### src/rtl/whistle_command_decoder.sv
// whistle_command_decoder: groups above-threshold pitch frames into whistle events
// and presents each classified event (SHORT/LONG/RISING/FALLING) on a valid/ready port.
`default_nettype none

module whistle_command_decoder #(
  parameter int NSamples       = 256,
  parameter int THRESHOLD      = 50,
  parameter int MIN_FRAMES     = 3,
  parameter int LONG_FRAMES    = 20,
  parameter int GAP_FRAMES     = 2,
  parameter int SLIDE_DELTA    = 8,
  parameter int TIMEOUT_CYCLES = 65536,
  localparam int KW            = $clog2(NSamples)
) (
  input  logic          fft_clk,
  input  logic          reset,
  input  logic [KW-1:0] pitch_data,
  input  logic          pitch_valid,
  output logic          cmd_valid,
  input  logic          cmd_ready,
  output logic [1:0]    cmd_code,
  output logic [7:0]    cmd_frames,
  output logic          whistle_active,
  output logic          overflow
);

  localparam int GW = $clog2(GAP_FRAMES + 2);
  localparam int TW = (TIMEOUT_CYCLES > 2) ? $clog2(TIMEOUT_CYCLES) : 1;
  localparam logic [1:0] CODE_SHORT   = 2'd0;
  localparam logic [1:0] CODE_LONG    = 2'd1;
  localparam logic [1:0] CODE_RISING  = 2'd2;
  localparam logic [1:0] CODE_FALLING = 2'd3;
  localparam logic signed [KW:0] SLIDE = (KW+1)'(SLIDE_DELTA);

  typedef enum logic [0:0] {
    IDLE   = 1'b0,
    ACTIVE = 1'b1
  } state_t;

  state_t        state, state_n;
  logic [KW-1:0] first_bin, first_bin_n;
  logic [KW-1:0] last_bin, last_bin_n;
  logic [7:0]    run, run_n;
  logic [GW-1:0] gap, gap_n, gap_inc;
  logic [TW-1:0] tmo, tmo_n;
  logic          evt_end;

  logic              hit, miss, new_cmd;
  logic signed [KW:0] diff;
  logic [1:0]        code_n;

  assign hit     = pitch_valid && (pitch_data > KW'(THRESHOLD));
  assign miss    = pitch_valid && !hit;
  assign gap_inc = gap + 1'b1;

  always_comb begin
    state_n     = state;
    first_bin_n = first_bin;
    last_bin_n  = last_bin;
    run_n       = run;
    gap_n       = gap;
    tmo_n       = tmo;
    evt_end     = 1'b0;
    case (state)
      IDLE: begin
        if (hit) begin
          state_n     = ACTIVE;
          first_bin_n = pitch_data;
          last_bin_n  = pitch_data;
          run_n       = 8'd1;
          gap_n       = '0;
          tmo_n       = '0;
        end
      end
      ACTIVE: begin
        if (pitch_valid) begin
          tmo_n = '0;
        end else if (tmo == TW'(TIMEOUT_CYCLES - 1)) begin
          evt_end = 1'b1;
        end else begin
          tmo_n = tmo + 1'b1;
        end
        if (hit) begin
          run_n      = (run == 8'hFF) ? run : run + 8'd1;
          last_bin_n = pitch_data;
          gap_n      = '0;
        end else if (miss) begin
          gap_n = gap_inc;
          if (gap_inc > GW'(GAP_FRAMES)) evt_end = 1'b1;
        end
        // The terminating frame is a miss or a timeout, so it can never open a new event.
        if (evt_end) state_n = IDLE;
      end
      default: state_n = IDLE;
    endcase
  end

  assign diff    = $signed({1'b0, last_bin}) - $signed({1'b0, first_bin});
  assign new_cmd = evt_end && (run >= 8'(MIN_FRAMES));

  always_comb begin
    code_n = CODE_SHORT;
    if (diff >= SLIDE)                  code_n = CODE_RISING;
    else if (diff <= -SLIDE)            code_n = CODE_FALLING;
    else if (run >= 8'(LONG_FRAMES))    code_n = CODE_LONG;
  end

  always_ff @(posedge fft_clk or posedge reset) begin
    if (reset) begin
      state     <= IDLE;
      first_bin <= '0;
      last_bin  <= '0;
      run       <= '0;
      gap       <= '0;
      tmo       <= '0;
    end else begin
      state     <= state_n;
      first_bin <= first_bin_n;
      last_bin  <= last_bin_n;
      run       <= run_n;
      gap       <= gap_n;
      tmo       <= tmo_n;
    end
  end

  // A pending, unaccepted command wins over a new one; the loser is flagged.
  always_ff @(posedge fft_clk or posedge reset) begin
    if (reset) begin
      cmd_valid  <= 1'b0;
      cmd_code   <= '0;
      cmd_frames <= '0;
      overflow   <= 1'b0;
    end else begin
      if (new_cmd && cmd_valid && !cmd_ready) begin
        overflow <= 1'b1;
      end else if (new_cmd) begin
        cmd_valid  <= 1'b1;
        cmd_code   <= code_n;
        cmd_frames <= run;
      end else if (cmd_valid && cmd_ready) begin
        cmd_valid <= 1'b0;
      end
    end
  end

  assign whistle_active = (state == ACTIVE);

endmodule

`default_nettype wire

### config.mk
export PLATFORM = sky130hd
export DESIGN_NAME = whistle_command_decoder
export DESIGN_NICKNAME = d
export VERILOG_FILES = /design/src/rtl/whistle_command_decoder.sv
export SDC_FILE = /design/constraint.sdc
export NUM_CORES = 1
export LEC_CHECK = 0
export ABC_AREA = 1
export BUFFER_PORTS_ARGS = -buffer_cell sky130_fd_sc_hd__buf_2
export CORE_ASPECT_RATIO = 0.9
export CORE_MARGIN = 2
export CORE_UTILIZATION = 35
export DETAILED_ROUTE_END_ITERATION = 8
export PLACE_DENSITY = 0.6
export SYNTH_ARGS = -nofsm -noshare
export SYNTH_HDL_FRONTEND = slang
export SYNTH_SLANG_ARGS = --single-unit
### constraint.sdc
create_clock -name fft_clk -period 5 [get_ports fft_clk]
set_input_delay 1 -clock fft_clk [delete_from_list [all_inputs] [get_ports fft_clk]]
set_output_delay 1 -clock fft_clk [all_outputs]
set_load 0.05 [all_outputs]
## After elaboration in Yosys (flattened, before gate mapping)

Cells that the tools add are included.

| cells by class | value |
|---|---|
| $add $sub $neg | 4 |
| multipliers | 0 |
| divide/modulo/power cells | 0 |
| magnitude comparators | 6 |
| equal/unequal tests | 7 |
| shift-type cells | 0 |
| mux-type cells | 28 |
| bitwise logic cells | 2 |
| reduce and logical (&&, ||, !) cells | 15 |

Operator list:

| kind | number |
|---|---|
| $mux W16 | 3 |
| $mux W8 | 4 |
| $pmux W16 S2 | 1 |
| $add A16 B1 Y16 const B | 1 |
| $eq A16 B16 Y1 const B | 1 |
| $pmux W8 S2 | 1 |
| $mux W1 | 12 |
| $mux W2 | 5 |
| $reduce_and A2 Y1 | 5 |
| $ge A9 B5 Y1 const B | 1 |
| $le A9 B4 Y1 const B | 1 |
| $sub A8 B8 Y9 | 1 |
| $add A8 B1 Y8 const B | 1 |
| $eq A8 B8 Y1 const B | 1 |
| $ge A8 B2 Y1 const B | 1 |
| $ge A8 B5 Y1 const B | 1 |
| $gt A8 B6 Y1 const B | 1 |
| $logic_and A1 B1 Y1 | 6 |
| $ne A2 B2 Y1 const B | 2 |
| $pmux W2 S2 | 1 |
| $ne A3 B1 Y1 const B | 1 |
| $ne A3 B3 Y1 const B | 1 |
| $reduce_and A3 Y1 | 1 |
| $add A2 B1 Y2 const B | 1 |
| other kinds (6) | 8 |

| storage, ports and cells | value |
|---|---|
| register bits after elaboration | 55 |
| bits in latches | 0 |
| memory bits (writable) | 0 |
| ROM bits | 0 |
| input port bits | 12 |
| logic and storage cells | 72 |
| memories | 0 |

## Depth between registers and ports, before layout

Gate-level depths: netlist of run 1.

| logic depth | value |
|---|---|
| word-level depth | 13 |
| gate-level depth with buffers | 17 |

## Worst setup path after synthesis of run 1

Ideal clock, no wire load.

| timing path | value |
|---|---|
| path type | input to register |
| from | input pitch_valid |
| to | register tmo[11] |
| data arrival time | 1.962 ns |
| required time | 4.876 ns |
| setup slack | 2.915 ns |
| stages on the path | 8 |
| path buffers | 2 |
| cell sequence | buf_2 nor3_1 nand2_1 nand2_2 buf_6 nor2_2 o21ai_0 a21oi_1 |

| on the way | value |
|---|---|
| cells in the longest elaborated chain, start to end | 3 |

RTL lines:

| element | line | RTL |
|---|---|---|
| from (decl) | 18 | `input logic pitch_valid,` |
| $logic_and A1 B1 Y1 | 52 | `assign hit = pitch_valid && (pitch_data > KW'(THRESHOLD));` |
| $ne A2 B2 Y1 (no line) | - |  |
| $reduce_and A2 Y1 (no line) | - |  |
| to (signal assigned) | 122 | `tmo <= tmo_n;` |
| to (decl) | 45 | `logic [TW-1:0] tmo, tmo_n;` |

Several ways; a longest one is shown, not always the timed one.
A chain may end at the register's enable or synchronous reset.

## Worst setup path in the final report of run 1

| timing path | value |
|---|---|
| from | input pitch_data[0] |
| to | register run[3] |

| on the way | value |
|---|---|
| cells in the longest elaborated chain, start to end | 4 |

RTL lines:

| element | line | RTL |
|---|---|---|
| from (decl) | 17 | `input logic [KW-1:0] pitch_data,` |
| $gt A8 B6 Y1 * | 52 |  |
| $logic_and A1 B1 Y1 * | 52 |  |
| $ne A2 B2 Y1 (no line) / $ne A2 B1 Y1 (equally long branches) | - |  |
| $reduce_and A3 Y1 (no line) * | - |  |
| to (signal assigned) | 120 | `run <= run_n;` |
| to (decl) | 43 | `logic [7:0] run, run_n;` |

Mark *: on every way between the ends. The rest lies on a longest branch, timed or not.

==> metrics.sh, run 1 <==
STATUS='finished, final reports clean'
WORSTPATHMAXFANOUT=18
ROUTE.MET3.WL_UM=214
RSZ0062_AT_GRT='no'
DETAIL_ROUTE.FIRST_PASS.ITERATIONS=4
SYNTH_AREA_MM2=0.00319
GRT_PASS1_WL_UM=11400
ANTENNA_CELLS=0
SYNTH-EDFF-COUNT=0
MET2_LENGTH_UM=2810
CRIT_PATH_CELL_TRACE='buf_2, nand2_1, nand3_1, nand3_1, nand2_1, nand2_2, a21oi_1, nand2_1, nand2_1, nand2_1, nor2_1'
MAXCAPVIOLATIONS=0
CRITICALPATHCATEGORY='input pin to flip-flop'
CTSLONGESTPATHBUFFERS=2
CLOCK_INSERTION_DELAY_WORST_SKEW_NS=0.31
FLOORPLAN.INITIALDENSITY_PCT=35.4
FLOORPLAN.ROWS=33
TIMING.CRITICAL_PATH.REQUIRED_NS=5.25
DESIGN.PORTCOUNT=25
DIE_AREA_MM2=0.00989
RELSLEWSLACK_PCT=44.2
CTSHTREEMAXLEVEL=2
STATIC-LEAKAGE-POWER_nW=1.74
SYN_AVG_CELL_AREA_UM2=7.50
WIRELENGTH_MET1_UM=3300
POSTROUTEWIRELENGTH_UM=6410
VIA_COUNT_OF_THE_FIRST_GLOBAL_ROUTING_PASS=2562
PLACE.DETAILED.HPWL_UM=4690
TOPROUTINGLAYERUSED='met4'
SYNTH_SEQUENTIAL_AREA_RATIO_PCT=43.2
GRT_ANTENNA_BEFORE_REPAIR=0
CP_COMMON_CELL='sky130_fd_sc_hd__nand2_1'
FILLERS=950
FINAL.SETUP.TNS_NS=0
POST-ROUTE-PERIOD-UTIL_PCT=50.3
CPMAXSTAGEDELAYCELL='sky130_fd_sc_hd__a21oi_1'
WORST_PIN_SLEW_NS=0.837
FLOORPLAN.DIE.HEIGHT_UM=94.5
SYNTH.LARGEST_AREA_CELL='sky130_fd_sc_hd__dfrtp_1'
CLKSLEWWORSTSETUPHOLDPATHS_NS=0.11
WORST_SETUP_PATH_START_KIND='input pin'
AREAGROWTHSYNTHTOFINISH_PCT=9.42
POSTCTSSETUPBUFFERS=0
FINAL.MIN_CLOCK_PERIOD_NS=2.52
ROOT_BUFFER='sky130_fd_sc_hd__clkbuf_8'
MOSTFREQUENTLAYOUTCELL='sky130_fd_sc_hd__nand2_1'
CLOCK_SINKS=55
PLACE.GP.CONGESTION=0.806
SYNTHCELLS=425
NETLIST.AREA_LEADER.SHARE_PCT=43.2
LAYOUT.CELL_AREA.NON_FILLER_MM2=0.00349
WORST_CLOCK_SKEW_NS=0.00828
GROUTE.USAGE.OVERALL_PCT=13.8
POSTSYNTH.TOPFLOPCELL='sky130_fd_sc_hd__dfrtp_1'
MOSTFREQUENTLAYOUTCELLS='sky130_fd_sc_hd__nand2_1, sky130_fd_sc_hd__inv_1, sky130_fd_sc_hd__dfrtp_1'
WORST_HOLD_CHECK_PATH_TYPE='flip-flop to flip-flop'
MAX_STAGE_DELAY_NS=0.72
IR_WORST_VDD_mV=0.119
SYNTH_CELL_TYPES=30
SYNTHESIS.YOSYS.WARNINGS=0
CTS_HOLD_BUFFERS=0
PLACE.PORT_BUFFERS=24
POWER_PER_CELL_AREA_mW_PER_MM2=326
SETUP_VIOL_COUNT_FINAL=0
DRC_MARKERS=0
CTS_TREE='done'
GRT_OVERFLOW=0
ANTENNA_VIOLATING_NETS_POST_ROUTE=0
CTS_INSERTED_BUFFERS=5
ROUTED_WIRE_LENGTH_PER_INSTANCE_UM=11.2
GRT_START_MAX_NET_PINS=56
CRITICAL_PATH.ENDPOINT_TYPE='flip-flop'
YS_SEQ_ELEMENTS=55
FMAX_GHz=0.397
CORE_AREA_MM2=0.00900
PLACED_AREA_MM2=0.00339
AVGVIACOUNTPERCELL=4.65
POST_CTS.RESIZED_INSTANCES=0
SYN-NUM-NETS=450
R2R_SLACK_NS=2.90
ROUTE.VIAS.TOTAL=2657
REPORT.FINAL.HOLD_VIOL_COUNT=0
YOSYS-TOP-CELLS-AREA='sky130_fd_sc_hd__dfrtp_1, sky130_fd_sc_hd__nand2_1, sky130_fd_sc_hd__inv_1'
DIE-WIDTH_UM=105
LAYOUT.NETS=473
DR.FIRST_ITER.DRC_COUNT=138
CP.ARRIVAL_NS=2.77
FINAL_MAX_SLEW_VIOL_COUNT=0
ASYNCSETRESETFLOPFRACSYNTH_PCT=100
DRIVE_GT1_SHARE_PCT=11.1
==> report_power, final <==
group / internal, mW / total [mW] / switching [mW]
combinational: 0.110 / 0.334 / 0.224
clock: 0.101 / 0.257 / 0.157
sequential: 0.501 / 0.547 / 0.0456
==> final timing paths <==
check,cells past startpoint,start,endpoint
worst min register to register,2,cmd_frames[4]$_DFFE_PP0P_,cmd_frames[4]$_DFFE_PP0P_
worst min-delay path,2,cmd_frames[4]$_DFFE_PP0P_,cmd_frames[4]$_DFFE_PP0P_
min in group asynchronous,3,reset,cmd_frames[0]$_DFFE_PP0P_
max in group asynchronous,3,reset,last_bin[3]$_DFFE_PP0P_
worst max register to register,7,whistle_active$_DFF_PP0_,tmo[12]$_DFFE_PP0P_
worst max-delay path,11,pitch_data[0],run[3]$_DFFE_PP0P_
==> cell type report <==
cell class | instances | area (um^2) | area share, %
timing repair buffer | 25 | 128 | 3.66
multi-input combinational | 290 | 1470 | 42.2
tap | 122 | 153 | 4.38
clock inverter | 3 | 23.8 | 0.682
sequential | 55 | 1380 | 39.5
clock buffer | 5 | 68.8 | 1.97
inverter | 71 | 267 | 7.64
==> critical path, delay by kind of cell <==
family                 cells  cell delay, ns
and+or+nand+nor            9            0.95
buffers and inverters      1            0.09
AOI/OAI and AO/OA          1            0.72
==> per-layer routing <==
metal | vias up | GRT usage, %
met3 | 7 | 2.42
li1 | 1384 | -
met2 | 38 | 22.9
met1 | 1228 | 18.3
met5 | - | 0
met4 | 0 | 5.33
==> cells by family (layout without fill, tap and decap cells) <==
logic type | Yosys count | in the layout | synth area share [%]
xor+xnor | 7 | 7 | 1.92
fa+ha+maj | 13 | 13 | 5.34
flops | 55 | 55 | 43.2
buf+inv | 80 | 104 | 10.6
simple gates | 209 | 209 | 28.9
compound gates | 61 | 61 | 10.1
==> cells in the mapped netlist (6+ instances only) <==
library cell and count:
sky130_fd_sc_hd__nor2_1 30, sky130_fd_sc_hd__a21oi_1 13, sky130_fd_sc_hd__o21ai_1 7, sky130_fd_sc_hd__xor2_1 6, sky130_fd_sc_hd__ha_1 12, sky130_fd_sc_hd__nand3_1 27, sky130_fd_sc_hd__dfrtp_1 55, sky130_fd_sc_hd__nand4_1 9
sky130_fd_sc_hd__inv_1 70, sky130_fd_sc_hd__nand2_1 120, sky130_fd_sc_hd__o21ai_0 36, sky130_fd_sc_hd__nor3_1 7
==> flip-flops by register name (all words and copies together) (netlist names) <==
| register | flops |
|---|---|
| cmd_code | 2 |
| gap | 2 |
| first_bin | 8 |
| run | 8 |
| cmd_valid | 1 |
| overflow | 1 |
| whistle_active | 1 |
| last_bin | 8 |
| tmo | 16 |
| cmd_frames | 8 |
==> stage by stage <==
stage	hold WS, ns	total power, mW	worst slack (ns)	cells	util [%]
floorplan	0.453	0.811	2.66	425	-
global placement	0.455	0.882	2.22	563	37.7
detailed placement	0.463	0.889	2.13	563	37.7
CTS	0.493	1.15	2.46	571	38.7
global route	0.514	1.23	2.17	571	38.7
finish	0.492	1.14	2.48	571	38.7
No activity file was read; power rests on OpenSTA's default activity.
==> inputs of run 2 (changes only) <==
- clock period: 5 -> 2.38 ns (I/O delays scaled with it)
==> run 2 against run 1 <==
Against the previous run:
- combinational power up 110%
- critical path depth up 5
- routed wire length down 0.61%
- clock-buffer cell count unchanged
- total power up 110%
- sequential cell count unchanged
- cell area up 1.3%
- sequential power up 110%
- sequential share of layout area down 0.52 points
- final cell count up 0.70%
- clock skew up 0.0098 ns
==> metrics.sh, run 2 (same netlist as run 1, synthesis figures left out) <==
R2R_SLACK_NS=0.31
FINAL.SETUP.TNS_NS=0
CTS_HOLD_BUFFERS=0
CLOCK_INSERTION_DELAY_WORST_SKEW_NS=0.32
FLOORPLAN.DIE.HEIGHT_UM=94.5
GRT_OVERFLOW=0
DIE_AREA_MM2=0.00989
WORST_PIN_SLEW_NS=0.895
CLOCK_SINKS=55
CLKPWRFRAC_PCT=22.9
TIMING.CRITICAL_PATH.REQUIRED_NS=2.60
STATIC-LEAKAGE-POWER_nW=1.77
REPORT.FINAL.HOLD_VIOL_COUNT=0
DRIVE_GT1_SHARE_PCT=11.9
FILLERS=955
PLACED_AREA_MM2=0.00344
FLOORPLAN.INITIALDENSITY_PCT=35.4
CLKSLEWWORSTSETUPHOLDPATHS_NS=0.12
GROUTE.USAGE.OVERALL_PCT=14.1
IR_WORST_VDD_mV=0.349
FINAL-INSTANCE-COUNT-EXCL-FILL=575
POWER_PER_CELL_AREA_mW_PER_MM2=679
AREAGROWTHSYNTHTOFINISH_PCT=10.9
REG2REG_DEPTH=16
POST-ROUTE-PERIOD-UTIL_PCT=86.9
POWER.NET_SWITCHING_uW=896
WORST_HOLD_CHECK_PATH_TYPE='input pin to asynchronous set/reset pin'
GRT_ANTENNA_BEFORE_REPAIR=0
AVGVIACOUNTPERCELL=4.64
VIA_COUNT_OF_THE_FIRST_GLOBAL_ROUTING_PASS=2569
ANTENNA_CELLS=0
ROUTE.VIAS.TOTAL=2669
PWR-SHARE-SEQ_PCT=47.8
PLACE.GP.CONGESTION=0.793
FINAL_UTIL_PCT=39.3
SETUP_VIOL_COUNT_FINAL=0
ANTENNA_VIOLATING_NETS_POST_ROUTE=0
DETAIL_ROUTE.FIRST_PASS.ITERATIONS=4
STATUS='finished, final reports clean'
DESIGN.PORTCOUNT=25
CTSLONGESTPATHBUFFERS=2
INTERNAL_POWER_mW=1.50
CP.ARRIVAL_NS=2.28
TIMING.CRITICAL_PATH.FROM='last_bin[0]$_DFFE_PP0P_'
ROUTED_WIRE_LENGTH_PER_INSTANCE_UM=11.1
R2R-START='last_bin[0]$_DFFE_PP0P_'
LAYOUT.CELL_AREA.NON_FILLER_MM2=0.00353
MAXCAPVIOLATIONS=0
GRT_PASS1_WL_UM=11600
MAX_REG_FLOPS=16
FINAL_MAX_SLEW_VIOL_COUNT=0
RELSLEWSLACK_PCT=40.4
CTSHTREEMAXLEVEL=2
PLACE.DETAILED.HPWL_UM=4820
POST-PLACE-CELLS=567
MOSTFREQUENTLAYOUTCELL='sky130_fd_sc_hd__nand2_1'
POST_CTS.RESIZED_INSTANCES=0
CRITICALPATHCATEGORY='flip-flop to flip-flop'
WORST_SETUP_PATH_START_KIND='flip-flop'
FINAL.MIN_CLOCK_PERIOD_NS=2.07
PLACE.PORT_BUFFERS=24
SW_FRAC_OF_TOTAL_PCT=37.3
FLOORPLAN.ROWS=33
WORSTPATHMAXFANOUT=3
ROOT_BUFFER='sky130_fd_sc_hd__clkbuf_8'
COMBPWRFRAC_PCT=29.3
LAYOUT.NETS=477
CRITICAL_PATH.REG2REG.ENDPOINT='cmd_code[1]$_DFFE_PP0P_'
POSTCTSSETUPBUFFERS=0
CTS_TREE='done'
GRT_START_MAX_NET_PINS=34
CTS_INSERTED_BUFFERS=5
FMAX_GHz=0.484
DRC_MARKERS=0
REGMOSTFLOPS='tmo'
DR.FIRST_ITER.DRC_COUNT=92
DIE-WIDTH_UM=105
RSZ0062_AT_GRT='no'
CORE_AREA_MM2=0.00900
POSTROUTEWIRELENGTH_UM=6370
CRITICAL_PATH.ENDPOINT_TYPE='flip-flop'
MOSTFREQUENTLAYOUTCELLS='sky130_fd_sc_hd__nand2_1, sky130_fd_sc_hd__inv_1, sky130_fd_sc_hd__dfrtp_1'
WORST_CLOCK_SKEW_NS=0.0181
CP-ENDPOINT='cmd_code[1]$_DFFE_PP0P_'
## run 2: worst min-delay path by stage
stage                            start                      end  slack [ns]  cells after the start
6_report                         reset       run[0]$_DFFE_PP0P_        0.17                      2
5_1_grt                          reset       run[0]$_DFFE_PP0P_        0.20                      2
4_1_cts                          reset       run[2]$_DFFE_PP0P_        0.18                      2
3_5_place_dp   cmd_code[1]$_DFFE_PP0P_  cmd_code[1]$_DFFE_PP0P_        0.46                      2
3_3_place_gp      overflow$_DFFE_PP0P_     overflow$_DFFE_PP0P_        0.46                      1
2_1_floorplan       gap[0]$_DFFE_PP0P_       gap[0]$_DFFE_PP0P_        0.45                      1
## run 2: routing by layer
layer  up-vias  wire [um]  track usage (%)
li1       1392          -                -
met4         0         62             3.44
met3         6        217             2.55
met1      1233       3260             18.9
met5         -          0                0
met2        38       2830             23.9
## run 2: critical path, cell delays in order (launching register included)
cell and delay, ns:
sky130_fd_sc_hd__dfrtp_1 0.39, sky130_fd_sc_hd__inv_1 0.07, sky130_fd_sc_hd__ha_1 0.14, sky130_fd_sc_hd__inv_1 0.07, sky130_fd_sc_hd__fa_1 0.38, sky130_fd_sc_hd__nand2_1 0.09
sky130_fd_sc_hd__nand2_1 0.09, sky130_fd_sc_hd__nand3_1 0.10, sky130_fd_sc_hd__nand2_1 0.08, sky130_fd_sc_hd__nand2_1 0.08, sky130_fd_sc_hd__nand2_1 0.07, sky130_fd_sc_hd__nor2_1 0.09
sky130_fd_sc_hd__nand3_1 0.11, sky130_fd_sc_hd__nand2_1 0.08, sky130_fd_sc_hd__nand2_1 0.05, sky130_fd_sc_hd__nand2_1 0.05, sky130_fd_sc_hd__nand2_1 0.04
## run 2: per-stage QoR
| stage | setup slack (ns) | total power [mW] | hold slack [ns] |
|---|---|---|---|
| after floorplan | 0.548 | 1.70 | 0.453 |
| after global placement | 0.282 | 1.86 | 0.459 |
| after detailed placement | 0.186 | 1.87 | 0.464 |
| after CTS | 0.294 | 2.44 | 0.178 |
| after global routing | 0.0456 | 2.61 | 0.198 |
| final | 0.312 | 2.40 | 0.166 |
## run 2: power groups by stage
stage / Clock [mW] / Sequential [mW] / Combinational (mW)
after floorplan: 0 / 1.22 / 0.481
after global placement: 0 / 1.16 / 0.700
after detailed placement: 0 / 1.16 / 0.709
after CTS: 0.581 / 1.15 / 0.712
after global routing: 0.614 / 1.17 / 0.822
final: 0.550 / 1.15 / 0.704
## run 2: area by class of cell
class | count | area [um^2] | share of cell area, %
Sequential cell | 55 | 1380 | 39.0
Multi-Input combinational cell | 290 | 1470 | 41.6
Clock inverter | 3 | 27.5 | 0.779
Tap cell | 122 | 153 | 4.32
Timing Repair Buffer | 29 | 170 | 4.82
Clock buffer | 5 | 68.8 | 1.95
Inverter | 71 | 267 | 7.54
==> inputs of run 3 (changes only) <==
- ABC_AREA: 1 -> not set
- SLEW_MARGIN: not set -> 20
==> run 3 against run 2 <==
Against the previous run:
- sequential cell count did not move
- critical endpoint unchanged
- via count fell by 15%
- clock skew fell by 0.0057 ns
- routed wire length fell by 7.2%
- utilization rose by 1.9 points
- sequential power barely moved
- register-to-register slack got worse by 0.22 ns
- maximum frequency fell by 9.8%
- worst setup slack got worse by 0.22 ns
- largest power group unchanged
- first-iteration DRC count fell by 22%
- die area fell by 4.0%
- clock-buffer cell count did not move
==> metrics.sh, run 3 <==
STATUS='finished, final reports clean'
REG2REG_DEPTH=10
REGMOSTFLOPS='tmo'
SYNTH-EDFF-COUNT=0
YS_SEQ_ELEMENTS=55
STATIC-LEAKAGE-POWER_nW=1.56
GROUTE.USAGE.OVERALL_PCT=13.4
FLOORPLAN.DIE.HEIGHT_UM=92.6
SYNTH_AREA_MM2=0.00305
GRT_PASS1_WL_UM=10400
MAX_STAGE_DELAY_NS=0.39
CTSHTREEMAXLEVEL=2
CRIT_PATH_CELL_TRACE='inv_1, ha_1, inv_1, fa_2, a21o_4, a221oi_2, xnor2_1, a221oi_2, nor2b_2, o31ai_1'
NETLIST.AREA_LEADER.SHARE_PCT=45.1
YOSYS-TOP-CELLS-AREA='sky130_fd_sc_hd__dfrtp_1, sky130_fd_sc_hd__ha_1, sky130_fd_sc_hd__xnor2_1'
CP.ARRIVAL_NS=2.51
SYNTH_SEQUENTIAL_AREA_RATIO_PCT=45.1
PLACE.DETAILED.HPWL_UM=4460
AVGVIACOUNTPERCELL=4.94
PATH_BUF_INV=2
LAYOUT.NETS=364
CRIT_FAMILY='compound AO/OA/AOI/OAI gates'
DRC_MARKERS=0
DR.FIRST_ITER.DRC_COUNT=72
CRITICALPATHCATEGORY='flip-flop to flip-flop'
GRT_OVERFLOW=0
DRIVE_GT1_SHARE_PCT=24.1
CRITICAL_PATH.REG2REG.ENDPOINT='cmd_code[1]$_DFFE_PP0P_'
R2R-START='last_bin[0]$_DFFE_PP0P_'
CTS_INSERTED_BUFFERS=5
MOSTFREQUENTLAYOUTCELL='sky130_fd_sc_hd__dfrtp_1'
ROUTED_WIRE_LENGTH_PER_INSTANCE_UM=12.9
SYNTH_MOST_COMMON_CELL='sky130_fd_sc_hd__dfrtp_1'
CPMAXSTAGEDELAYCELL='sky130_fd_sc_hd__dfrtp_1'
FMAX_GHz=0.436
DIE_AREA_MM2=0.00949
PLACE.GP.CONGESTION=0.867
GRT_START_MAX_NET_PINS=30
YS_TOP_CELLS_BY_COUNT='sky130_fd_sc_hd__dfrtp_1, sky130_fd_sc_hd__nand2_1, sky130_fd_sc_hd__nor2_1'
POSTROUTEWIRELENGTH_UM=5910
WORST_SETUP_PATH_START_KIND='flip-flop'
WORST_PIN_SLEW_NS=0.611
SYNTHESIS.YOSYS.WARNINGS=0
CLKSLEWWORSTSETUPHOLDPATHS_NS=0.10
FINAL_MAX_SLEW_VIOL_COUNT=0
CRITICAL_PATH.ENDPOINT_TYPE='flip-flop'
FINAL_UTIL_PCT=41.2
ASYNCSETRESETFLOPFRACSYNTH_PCT=100
CP_NUM_CELLS=10
SYNTHCELLS=305
DETAIL_ROUTE.FIRST_PASS.ITERATIONS=6
CTS_TREE='done'
RSZ0062_AT_GRT='yes'
MOSTFREQUENTLAYOUTCELLS='sky130_fd_sc_hd__dfrtp_1, sky130_fd_sc_hd__nand2_1, sky130_fd_sc_hd__nor2_1, sky130_fd_sc_hd__buf_2, sky130_fd_sc_hd__inv_1'
SYN_AVG_CELL_AREA_UM2=10.0
ROUTE.VIAS.TOTAL=2269
FLOORPLAN.INITIALDENSITY_PCT=35.8
TIMING.CRITICAL_PATH.REQUIRED_NS=2.60
WORST_CLOCK_SKEW_NS=0.0124
DESIGN.PORTCOUNT=25
POWER_PER_CELL_AREA_mW_PER_MM2=756
FIN_WORST_HOLD_SLACK_NS=0.214
CLOCK_SINKS=55
ANTENNA_VIOLATING_NETS_POST_ROUTE=0
SYN-NUM-NETS=330
WORST_HOLD_CHECK_PATH_TYPE='input pin to asynchronous set/reset pin'
DIE-WIDTH_UM=102
IR_WORST_VDD_mV=0.300
ANTENNA_CELLS=0
WORSTPATHMAXFANOUT=4
CTSLONGESTPATHBUFFERS=2
MAX_REG_FLOPS=16
GRT_ANTENNA_BEFORE_REPAIR=0
SETUP_VIOL_COUNT_FINAL=0
R2R_SLACK_NS=0.09
SYNTH_CELL_TYPES=61
SYNTH.LARGEST_AREA_CELL='sky130_fd_sc_hd__dfrtp_1'
CTS_HOLD_BUFFERS=0
FINAL.MIN_CLOCK_PERIOD_NS=2.29
REPORT.FINAL.HOLD_VIOL_COUNT=0
MAXCAPVIOLATIONS=0
POSTSYNTH.TOPFLOPCELL='sky130_fd_sc_hd__dfrtp_1'
RELSLEWSLACK_PCT=59.2
ROOT_BUFFER='sky130_fd_sc_hd__clkbuf_8'
PLACE.PORT_BUFFERS=24
FLOORPLAN.ROWS=32
CORE_AREA_MM2=0.00853
VIA_COUNT_OF_THE_FIRST_GLOBAL_ROUTING_PASS=2217
CLOCK_INSERTION_DELAY_WORST_SKEW_NS=0.30
POST-ROUTE-PERIOD-UTIL_PCT=96.3
AREAGROWTHSYNTHTOFINISH_PCT=14.9
[run 3: cell count changes after synthesis, moves of 4 or more]
cell,delta
sky130_fd_sc_hd__nand2_1,-92
sky130_fd_sc_hd__xnor2_1,+16
sky130_fd_sc_hd__nor4_1,+9
sky130_fd_sc_hd__inv_1,-47
sky130_fd_sc_hd__nand3_1,-15
sky130_fd_sc_hd__o21ai_1,-4
sky130_fd_sc_hd__a21oi_1,-7
sky130_fd_sc_hd__nor2_1,-6
sky130_fd_sc_hd__o21ai_0,-20
sky130_fd_sc_hd__mux2_4,+4
sky130_fd_sc_hd__nand2_2,-4
sky130_fd_sc_hd__and3_1,+5
sky130_fd_sc_hd__mux2_2,+10
[run 3: report_power, final]
part           total, mW  switching [mW]  internal (mW)
Combinational      0.962           0.584          0.378
Sequential          1.17           0.111           1.06
Clock              0.517           0.304          0.213
[run 3: worst max path at each step]
stage / slack, ns / endpoint / start
detailed placement: -0.06 / cmd_code[1]$_DFFE_PP0P_ / last_bin[0]$_DFFE_PP0P_
global route: -0.08 / cmd_code[1]$_DFFE_PP0P_ / last_bin[0]$_DFFE_PP0P_
CTS: 0.009 / cmd_code[1]$_DFFE_PP0P_ / last_bin[0]$_DFFE_PP0P_
floorplan: 0.11 / cmd_code[1]$_DFFE_PP0P_ / last_bin[0]$_DFFE_PP0P_
finish: 0.09 / cmd_code[1]$_DFFE_PP0P_ / last_bin[0]$_DFFE_PP0P_
global placement: 0.002 / cmd_code[0]$_DFFE_PP0P_ / last_bin[0]$_DFFE_PP0P_
[run 3: worst reg2reg max path: stages (launching register included)]
cell,delay [ns]
sky130_fd_sc_hd__dfrtp_1,0.39
sky130_fd_sc_hd__inv_1,0.06
sky130_fd_sc_hd__ha_1,0.14
sky130_fd_sc_hd__inv_1,0.05
sky130_fd_sc_hd__fa_2,0.35
sky130_fd_sc_hd__a21o_4,0.24
sky130_fd_sc_hd__a221oi_2,0.33
sky130_fd_sc_hd__xnor2_1,0.20
sky130_fd_sc_hd__a221oi_2,0.07
sky130_fd_sc_hd__nor2b_2,0.16
sky130_fd_sc_hd__o31ai_1,0.22
[run 3: kinds of logic after synthesis]
| family | Yosys count | share of synthesized area, % |
|---|---|---|
| fa+ha+maj | 13 | 5.57 |
| mux | 15 | 5.98 |
| simple gates | 115 | 20.0 |
| flops | 55 | 45.1 |
| xor+xnor | 21 | 6.02 |
| buf+inv | 33 | 5.08 |
| compound gates | 53 | 12.3 |
[run 3: what timing repair did]
item | 4_1_cts | 5_1_grt
endpoints found under the setup margin | 2 | 2
setup buffers | 0 | 1
gates cloned | 0 | 0
pin swaps | 1 | 3
resized for setup | 3 | 7
[run 3: metal layers]
layer | routed length (um) | global-route usage, % | share of wire [%] | up-vias
li1 | - | - | - | 1146
met1 | 3060 | 19.1 | 52 | 1087
met2 | 2620 | 21.1 | 44 | 34
met3 | 212 | 3.09 | 3.6 | 2
met4 | 17 | 2.33 | 0.29 | 0
met5 | 0 | 0 | 0 | -
[run 3: layout make-up]
cell class	count	area, um^2
tap	119	149
multi-input combinational	217	1580
fill	877	5020
clock inverter	3	23.8
clock buffer	5	68.8
inverter	23	86.3
timing repair buffer	37	230
sequential	55	1380
[run 3: stage by stage]
stage	cell area, um^2	total power, mW	setup TNS, ns	std cells	worst slack (ns)
final	3510	2.65	0	459	0.0884
after global routing	3510	2.85	-0.144	459	-0.0830
after detailed placement	3360	2.07	-0.103	450	-0.0572
after global placement	3360	2.06	0	450	0.00151
after CTS	3460	2.62	0	458	0.00921
after floorplan	3050	1.85	0	305	0.107
